[config.mk]
export PLATFORM = sky130hd
export DESIGN_NAME = dump_ctrl
export DESIGN_NICKNAME = d
export VERILOG_FILES = /design/src/rtl/scope_pkg.sv /design/src/rtl/circ_addr_cnt.sv /design/src/rtl/dump_ctrl.sv
export SDC_FILE = /design/constraint.sdc
export NUM_CORES = 1
export LEC_CHECK = 0
export BUFFER_PORTS_ARGS = -buffer_cell sky130_fd_sc_hd__buf_2
export CAP_MARGIN = 40
export CORE_MARGIN = 1
export CORE_UTILIZATION = 45
export DETAILED_ROUTE_END_ITERATION = 10
export PLACE_DENSITY = 0.7
export RECOVER_POWER = 100
export SYNTH_ARGS = -nofsm -noshare
export SYNTH_HDL_FRONTEND = slang
export SYNTH_SLANG_ARGS = --single-unit
export TNS_END_PERCENT = 50
[constraint.sdc]
create_clock -name clk -period 3.4 [get_ports clk]
set_input_delay 0 -clock clk [delete_from_list [all_inputs] [get_ports clk]]
set_output_delay 0 -clock clk [all_outputs]
set_load 0.01 [all_outputs]
[src/rtl/scope_pkg.sv]
// Shared types and constants for the scope capture/dump path.
package scope_pkg;

  localparam int unsigned DUMP_DEPTH = 512;
  localparam int unsigned DUMP_AW    = 9;
  localparam int unsigned DUMP_DW    = 8;
  localparam int unsigned DUMP_NCH   = 3;

  typedef enum logic [2:0] {
    ST_IDLE     = 3'd0,
    ST_WAIT_CAP = 3'd1,
    ST_READ     = 3'd2,
    ST_LATCH    = 3'd3,
    ST_SEND     = 3'd4,
    ST_WAIT_TX  = 3'd5,
    ST_DONE     = 3'd6
  } dump_state_t;

  typedef enum logic [1:0] {
    CH1    = 2'd0,
    CH2    = 2'd1,
    CH3    = 2'd2,
    CH_BAD = 2'd3
  } chan_t;

  // One-hot RAM enable for a channel; the illegal code enables nothing.
  function automatic logic [DUMP_NCH-1:0] chan_onehot(input chan_t c);
    logic [DUMP_NCH-1:0] oh;
    case (c)
      CH1:     oh = 3'b001;
      CH2:     oh = 3'b010;
      CH3:     oh = 3'b100;
      default: oh = 3'b000;
    endcase
    return oh;
  endfunction

endpackage

[src/rtl/circ_addr_cnt.sv]
// Circular read-address counter: loadable, increments with modulo-DEPTH wrap.
module circ_addr_cnt #(
  parameter int unsigned DEPTH = 512,
  parameter int unsigned AW    = 9
) (
  input  logic          clk,
  input  logic          rst_n,
  input  logic          load_i,
  input  logic [AW-1:0] load_val_i,
  input  logic          inc_i,
  output logic [AW-1:0] addr_o
);

  logic [AW-1:0] addr_q;
  logic [AW-1:0] addr_d;

  always_comb begin
    addr_d = addr_q;
    if (load_i) begin
      addr_d = load_val_i;
    end else if (inc_i) begin
      addr_d = (addr_q == AW'(DEPTH - 1)) ? '0 : addr_q + AW'(1);
    end
  end

  always_ff @(posedge clk) begin
    if (!rst_n) begin
      addr_q <= '0;
    end else begin
      addr_q <= addr_d;
    end
  end

  assign addr_o = addr_q;

endmodule

[src/rtl/dump_ctrl.sv]
// Dump sequencer: streams one capture channel, oldest sample first, to the UART TX.
module dump_ctrl
  import scope_pkg::*;
#(
  parameter int unsigned DEPTH = DUMP_DEPTH,
  parameter int unsigned AW    = DUMP_AW,
  parameter int unsigned DW    = DUMP_DW
) (
  input  logic              clk,
  input  logic              rst_n,
  input  logic              dump_start,
  input  logic [1:0]        dump_chan,
  input  logic [AW-1:0]     trace_end,
  input  logic              capture_busy,
  input  logic [3*DW-1:0]   ch_rdata,
  output logic [AW-1:0]     ram_addr,
  output logic [2:0]        ram_en,
  output logic [DW-1:0]     tx_data,
  output logic              trmt,
  input  logic              tx_done,
  output logic              dump_busy,
  output logic              dump_done,
  output logic              cmd_err
);

  localparam int unsigned CW = AW + 1;

  dump_state_t   state_q, state_d;
  chan_t         chan_q, chan_d;
  logic [CW-1:0] cnt_q, cnt_d;
  logic [DW-1:0] tx_data_q, tx_data_d;
  logic [AW-1:0] ram_addr_q, ram_addr_d;
  logic [2:0]    ram_en_q, ram_en_d;
  logic          trmt_q, trmt_d;
  logic          busy_q, busy_d;
  logic          done_q, done_d;
  logic          err_q, err_d;

  logic          addr_load_c;
  logic          addr_inc_c;
  logic [AW-1:0] addr_start_c;
  logic [AW-1:0] addr_c;
  logic [DW-1:0] rdata_sel_c;

  // Oldest sample sits just after the newest one.
  assign addr_start_c = (trace_end == AW'(DEPTH - 1)) ? '0 : trace_end + AW'(1);

  circ_addr_cnt #(
    .DEPTH (DEPTH),
    .AW    (AW)
  ) u_addr (
    .clk        (clk),
    .rst_n      (rst_n),
    .load_i     (addr_load_c),
    .load_val_i (addr_start_c),
    .inc_i      (addr_inc_c),
    .addr_o     (addr_c)
  );

  always_comb begin
    case (chan_q)
      CH2:     rdata_sel_c = ch_rdata[DW +: DW];
      CH3:     rdata_sel_c = ch_rdata[2*DW +: DW];
      default: rdata_sel_c = ch_rdata[0 +: DW];
    endcase
  end

  always_comb begin
    state_d     = state_q;
    chan_d      = chan_q;
    cnt_d       = cnt_q;
    tx_data_d   = tx_data_q;
    err_d       = 1'b0;
    addr_load_c = 1'b0;
    addr_inc_c  = 1'b0;

    case (state_q)
      ST_IDLE: begin
        if (dump_start) begin
          if (chan_t'(dump_chan) == CH_BAD) begin
            err_d = 1'b1;
          end else begin
            chan_d      = chan_t'(dump_chan);
            cnt_d       = '0;
            addr_load_c = 1'b1;
            state_d     = ST_WAIT_CAP;
          end
        end
      end
      ST_WAIT_CAP: begin
        if (!capture_busy) begin
          state_d = ST_READ;
        end
      end
      ST_READ: begin
        state_d = ST_LATCH;
      end
      ST_LATCH: begin
        tx_data_d = rdata_sel_c;
        state_d   = ST_SEND;
      end
      ST_SEND: begin
        addr_inc_c = 1'b1;
        cnt_d      = cnt_q + CW'(1);
        state_d    = ST_WAIT_TX;
      end
      ST_WAIT_TX: begin
        if (tx_done) begin
          state_d = (cnt_q == CW'(DEPTH)) ? ST_DONE : ST_READ;
        end
      end
      ST_DONE: begin
        state_d = ST_IDLE;
      end
      default: begin
        state_d = ST_IDLE;
      end
    endcase

    // Registered outputs are decoded from the state being entered.
    ram_en_d   = (state_d == ST_READ) ? chan_onehot(chan_q) : 3'b000;
    ram_addr_d = (state_d == ST_READ) ? addr_c : ram_addr_q;
    trmt_d     = (state_d == ST_SEND);
    busy_d     = (state_d != ST_IDLE);
    done_d     = (state_d == ST_DONE);
  end

  always_ff @(posedge clk) begin
    if (!rst_n) begin
      state_q    <= ST_IDLE;
      chan_q     <= CH1;
      cnt_q      <= '0;
      tx_data_q  <= '0;
      ram_addr_q <= '0;
      ram_en_q   <= '0;
      trmt_q     <= 1'b0;
      busy_q     <= 1'b0;
      done_q     <= 1'b0;
      err_q      <= 1'b0;
    end else begin
      state_q    <= state_d;
      chan_q     <= chan_d;
      cnt_q      <= cnt_d;
      tx_data_q  <= tx_data_d;
      ram_addr_q <= ram_addr_d;
      ram_en_q   <= ram_en_d;
      trmt_q     <= trmt_d;
      busy_q     <= busy_d;
      done_q     <= done_d;
      err_q      <= err_d;
    end
  end

  assign ram_addr  = ram_addr_q;
  assign ram_en    = ram_en_q;
  assign tx_data   = tx_data_q;
  assign trmt      = trmt_q;
  assign dump_busy = busy_q;
  assign dump_done = done_q;
  assign cmd_err   = err_q;

endmodule

== Word-level counts from Yosys, hierarchy flattened ==
Cells that the tools add are included.
Cells by class
  bitwise gates (word level): 1
  mux-type cells: 20
  add/subtract/negate cells: 3
  eq/ne operators: 16
  reduce and logical (&&, ||, !) cells: 9
Operator list (number)
  $mux W9: 4
  $mux W10: 2
  $pmux W10 S2: 1
  $add A9 B1 Y9 const B: 2
  $eq A9 B9 Y1 const B: 2
  $pmux W3 S6: 1
  $pmux W8 S2: 1
  $mux W3: 5
  $eq A3 B3 Y1 const B: 4
  $add A10 B1 Y10 const B: 1
  $eq A10 B10 Y1 const B: 1
  $eq A3 B2 Y1 const B: 3
  $pmux W3 S3: 1
  $reduce_and A3 Y1: 3
  $mux W1: 5
  $eq A2 B2 Y1 const B: 2
  $ne A2 B2 Y1 const B: 2
  $reduce_bool A2 Y1: 2
  $eq A3 B1 Y1 const B: 1
  $logic_not A3 Y1: 1
  $reduce_bool A3 Y1: 1
  $eq A2 B1 Y1 const B: 1
  $logic_not A2 Y1: 1
  $reduce_and A2 Y1: 1
  $not A1 Y1: 1
Word-level totals
  word-level logic and storage cells: 60
  input port bits: 40
  output and inout bits: 24
  bits in registers: 48

== Longest topological paths before layout ==
  depth after elaboration: 6
  depth in mapped cells: 8

== Cells and area by module ==
A second synthesis with hierarchy kept.
Second synthesis, totals
  cells, all modules: 306
  area total of the unflattened synthesis: 2643.8 um2
Modules (own cells, without submodules)
  dump_ctrl: area each 2021.9 um2, cells each 233, times used 1
  circ_addr_cnt: area each 621.8 um2, cells each 73, times used 1

== Worst setup path before layout ==
Ideal clock, no wire load.
  kind: register to register
  start: reg u_addr.addr_q[0] (netlist: u_addr.addr_o[0])
  end: reg u_addr.addr_q[7] (netlist: u_addr.addr_o[7])
  buffers on the path: 0
  library setup time: 0.074 ns
  slack: 1.372 ns
  cell stages (with the launch flop): 9
  arrival time: 1.954 ns
  data required time: 3.326 ns
  path through: dfxtp_1 -> ha_1 -> nand3_1 -> nor3_1 -> ha_1 -> or4b_2 -> nor4_1 -> a21oi_1 -> a31oi_1
Between the ends
  cells in the longest elaborated chain, start to end: 4
  elaborated cells on any way between the ends: 5
Ends and longest elaborated chain
  start: declaration: line circ_addr_cnt.sv:14  | logic [AW-1:0] addr_q;
  start signal: assignment: line circ_addr_cnt.sv:30  | addr_q <= addr_d;
  $add A9 B1 Y9 / $eq A9 B9 Y1 (equally long branches): line circ_addr_cnt.sv:22  | addr_d = (addr_q == AW'(DEPTH - 1)) ? '0 : addr_q + AW'(1);
  $mux W9 (*): line circ_addr_cnt.sv:22
  $mux W9 (*): line circ_addr_cnt.sv:21  | end else if (inc_i) begin
  $mux W9 (*): line circ_addr_cnt.sv:19  | if (load_i) begin
Every way passes the cells marked *; elsewhere a longest branch is shown, timed or not. The select of a mux whose other input is x is not followed.
A chain may end at the register's enable or synchronous reset.

== Worst setup path in the final report ==
  start: reg state_q[2]
  end: reg u_addr.addr_q[2] (netlist: u_addr.addr_o[2])
Between the ends
  cells in the longest elaborated chain, start to end: 3
  elaborated cells on any way between the ends: 6
Ends and longest elaborated chain
  start: declaration: line dump_ctrl.sv:28  | dump_state_t state_q, state_d;
  start signal: assignment: line dump_ctrl.sv:141  | state_q <= state_d;
  $eq A3 B3 Y1 / $logic_not A3 Y1 (equally long branches): line dump_ctrl.sv:77  | case (state_q)
  $mux W1: line dump_ctrl.sv:77
  $reduce_bool A2 Y1 (no line) / $mux W9 (equally long branches)
Parallel ways exist; a longest one is shown, timed or not.

==> run_results.csv <==
group,metric,value,unit
status,outcome,"completed",
clock_network,cts-resized-gates,0,
worst_setup_path,reg2reg_from,"state_q[2]",
worst_setup_path,crit_type,"reg -> reg",
placed_design,gp_congestion,0.844,
global_route,antenna_found_initial,0,
logic_synthesis,async_reset_ff_frac,0,
floorplan,die_w,76.4,um
detailed_routing,drt_first_iter_violations,186,
clock_network,cts-buffers-inserted,5,
worst_setup_path,cp.arrival,2.63,ns
logic_synthesis,yosysSeqAreaShare,0.386,
global_route,grt_pass1_wl,10200,um
clock_network,cts_sinks,48,
sta,slew_viol_final,0,
floorplan,die_h,76.4,um
worst_setup_path,critical_path.max_stage_delay,0.74,ns
logic_synthesis,ys.flop_type,"dfxtp_1",
global_route,globalRouteOverflowTotal,0,
sta,rsz0062_at_grt,"false",
logic_synthesis,ys_warn_count,0,
worst_setup_path,crit_path_frequent_cell,"o21ai_0",
worst_setup_path,critPathLaunchType,"flop",
logic_synthesis,syn_nets,358,
sta,worst_pin_slew,1.09,ns
layout,final_layout_size_suffix_gt1_frac,0.140,
logic_synthesis,synth_edf_count,0,
floorplan,rows,26,
worst_setup_path,critPathCapture,"u_addr.addr_o[2]",
worst_setup_path,crit_start,"state_q[2]",
logic_synthesis,synth_top_area_frac,0.386,
detailed_routing,wirelength,5900,um
detailed_routing,first_pass_iters,6,
global_route,grt_start_max_net_pins,22,
min_path,hp-class,"in -> reg",
logic_synthesis,yosysTopAreaCell,"dfxtp_1",
job,drv_cap,0,
logic_synthesis,avgSynthCellArea,8.11,um^2
floorplan,fp.coreArea,5200,um^2
worst_setup_path,crit_slowest_cell,"o21ai_0",
layout,syn_to_final_growth,17.9,%
worst_setup_path,rrSetupSlack,0.96,ns
worst_setup_path,worst_setup_path_end_kind,"flop",
logic_synthesis,yosys-top-cells-area,"dfxtp_1 39%, a21oi_1 6.6%, ha_1 5.5%",
sta,whs,0.0423,ns
sta,fin_skew,0.00618,ns
clock_network,htree_num_levels,2,
logic_synthesis,syn_inst,307,
worst_setup_path,path_cells,"or4b_1 -> o21ai_0 -> o21ai_0 -> a32o_1",
power,p_leak,1.09,nW
power,power.total,1.16,mW
layout,fill_cells,523,
detailed_routing,ant_nets,0,
clock_network,root_buffer,"clkbuf_8",
clock_network,insertion_delay,0.30,ns
detailed_routing,via_per_inst,5.54,
sta,slew_headroom,0.263,
sta,setup_ws,0.963,ns
sta,fmaxAchievable,410,MHz
logic_synthesis,synth.distinct_cells,50,
detailed_routing,vias,2411,
placed_design,pre_cts_ws,1.20,ns
clock_network,clkTransAtPathRegs,0.08,ns
floorplan,ios,64,
worst_setup_path,ff2ff_path_depth,4,
sta,min_period,2.44,ns
clock_network,cts_tree,"yes",
sta,period_share,0.717,
power,power_density,395,nW/um^2
detailed_routing,wire_per_inst,13.6,um
logic_synthesis,yosys.cell_count.top_type,"dfxtp_1",
sta,finalSetupTns,0,ns
global_route,grt_pass1_vias,2208,
logic_synthesis,ys_top_cells_by_count,"48 x dfxtp_1, 33 x a21oi_1, 33 x nor2_1",
logic_synthesis,netlist_area,2490,um^2
placed_design,place_hpwl,4300,um
sta,finalSetupViolations,0,
layout,num-nets-final,415,
floorplan,die_area,5830,um^2
clock_network,clk_path_buf_depth,2,
worst_setup_path,critPathMaxFanout,20,
floorplan,start_util,0.478,
worst_setup_path,required,3.60,ns
worst_setup_path,reg2reg_to,"u_addr.addr_o[2]",
power,vdd_drop_max,338,uV
placed_design,port-buffer-count,63,
logic_synthesis,synth_seq_cells,48,
detailed_routing,drc,0,
sta,finalHoldViolCount,0,
layout,num_antenna_cells,0,
global_route,grt_use_total,0.216,
==> sequential cells by signal (all words and copies together), names as in the netlist, 2 cells and up <==
name and count:
ram_addr 9, state_q 3, ram_en 3, chan_q 2
cnt_q 10, tx_data 8, u_addr.addr_o 9
==> kinds of logic after synthesis <==
logic type | Yosys count | share of synthesized area
AO/OA/AOI/OAI | 101 | 0.257
XOR/XNOR | 8 | 0.0281
adder cells (fa/ha/maj) | 11 | 0.0553
buffers and inverters | 28 | 0.0442
flip-flops | 48 | 0.386
multiplexers | 1 | 0.00402
AND/OR/NAND/NOR | 110 | 0.225
==> layout make-up <==
cell class | count | area (um^2) | share of cell area
Timing Repair Buffer | 68 | 343 | 0.117
Inverter | 10 | 37.5 | 0.0128
Sequential cell | 48 | 961 | 0.327
Clock buffer | 6 | 82.6 | 0.0281
Tap cell | 70 | 87.6 | 0.0298
Clock inverter | 2 | 10.0 | 0.00341
Multi-Input combinational cell | 231 | 1420 | 0.482
==> stage by stage <==
| stage | cell area [um^2] | instances | utilization |
|---|---|---|---|
| 2_1_floorplan | 2490 | 307 | - |
| 4_1_cts | 2980 | 435 | 0.572 |
| 6_report | 2940 | 435 | 0.564 |
| 3_5_place_dp | 2860 | 425 | 0.550 |
| 5_1_grt | 2940 | 435 | 0.564 |
| 3_3_place_gp | 2840 | 424 | 0.545 |
==> cell usage in the layout, fill, tap and decap left out, drive strengths merged, types with 3 or more instances in the layout <==
cell,n
dfxtp,48
buf,40
nor2,34
a21oi,34
clkbuf,32
o21ai,23
nand3,17
nand2,17
ha,11
inv,10
a22oi,9
a211oi,8
or3,7
xor2,7
nor3,5
nor4,5
and2,5
o2111ai,5
nor2b,4
and3,4
or4,3
o31a,3
==> critical path, delay by kind of cell, from the launching register on <==
family,cells,cell delay [ns]
DFF,1,0.50
and+or+nand+nor,1,0.66
AOI/OAI and AO/OA,3,1.18
==> how the worst min path moves through the flow <==
stage	start	to	slack, ns	depth (start not counted)
detailed placement	dump_chan[0]	chan_q[0]	0.28	3
floorplan	dump_chan[0]	chan_q[0]	0.14	2
CTS	rst_n	u_addr.addr_o[6]	0.04	2
global placement	dump_chan[0]	chan_q[0]	0.27	3
finish	rst_n	u_addr.addr_o[6]	0.04	2
global route	rst_n	u_addr.addr_o[6]	0.04	2
==> power by group <==
part	switching [mW]	total [mW]	internal, mW
sequential	0.0316	0.618	0.586
combinational	0.114	0.196	0.0819
clock	0.185	0.347	0.162
total	0.330	1.16	0.830
==> routing by layer <==
metal,track usage,vias up,wire length [um]
met5,0,-,0
li1,-,1239,-
met1,0.285,1103,2760
met2,0.350,61,2800
met3,0.0431,8,258
met4,0.0769,0,83
==> what timing repair did <==
action                                 CTS  global route
setup buffers                            0             0
hold buffers                             2             0
endpoints found under the hold margin    2             0
No activity file was read; power rests on OpenSTA's default activity.
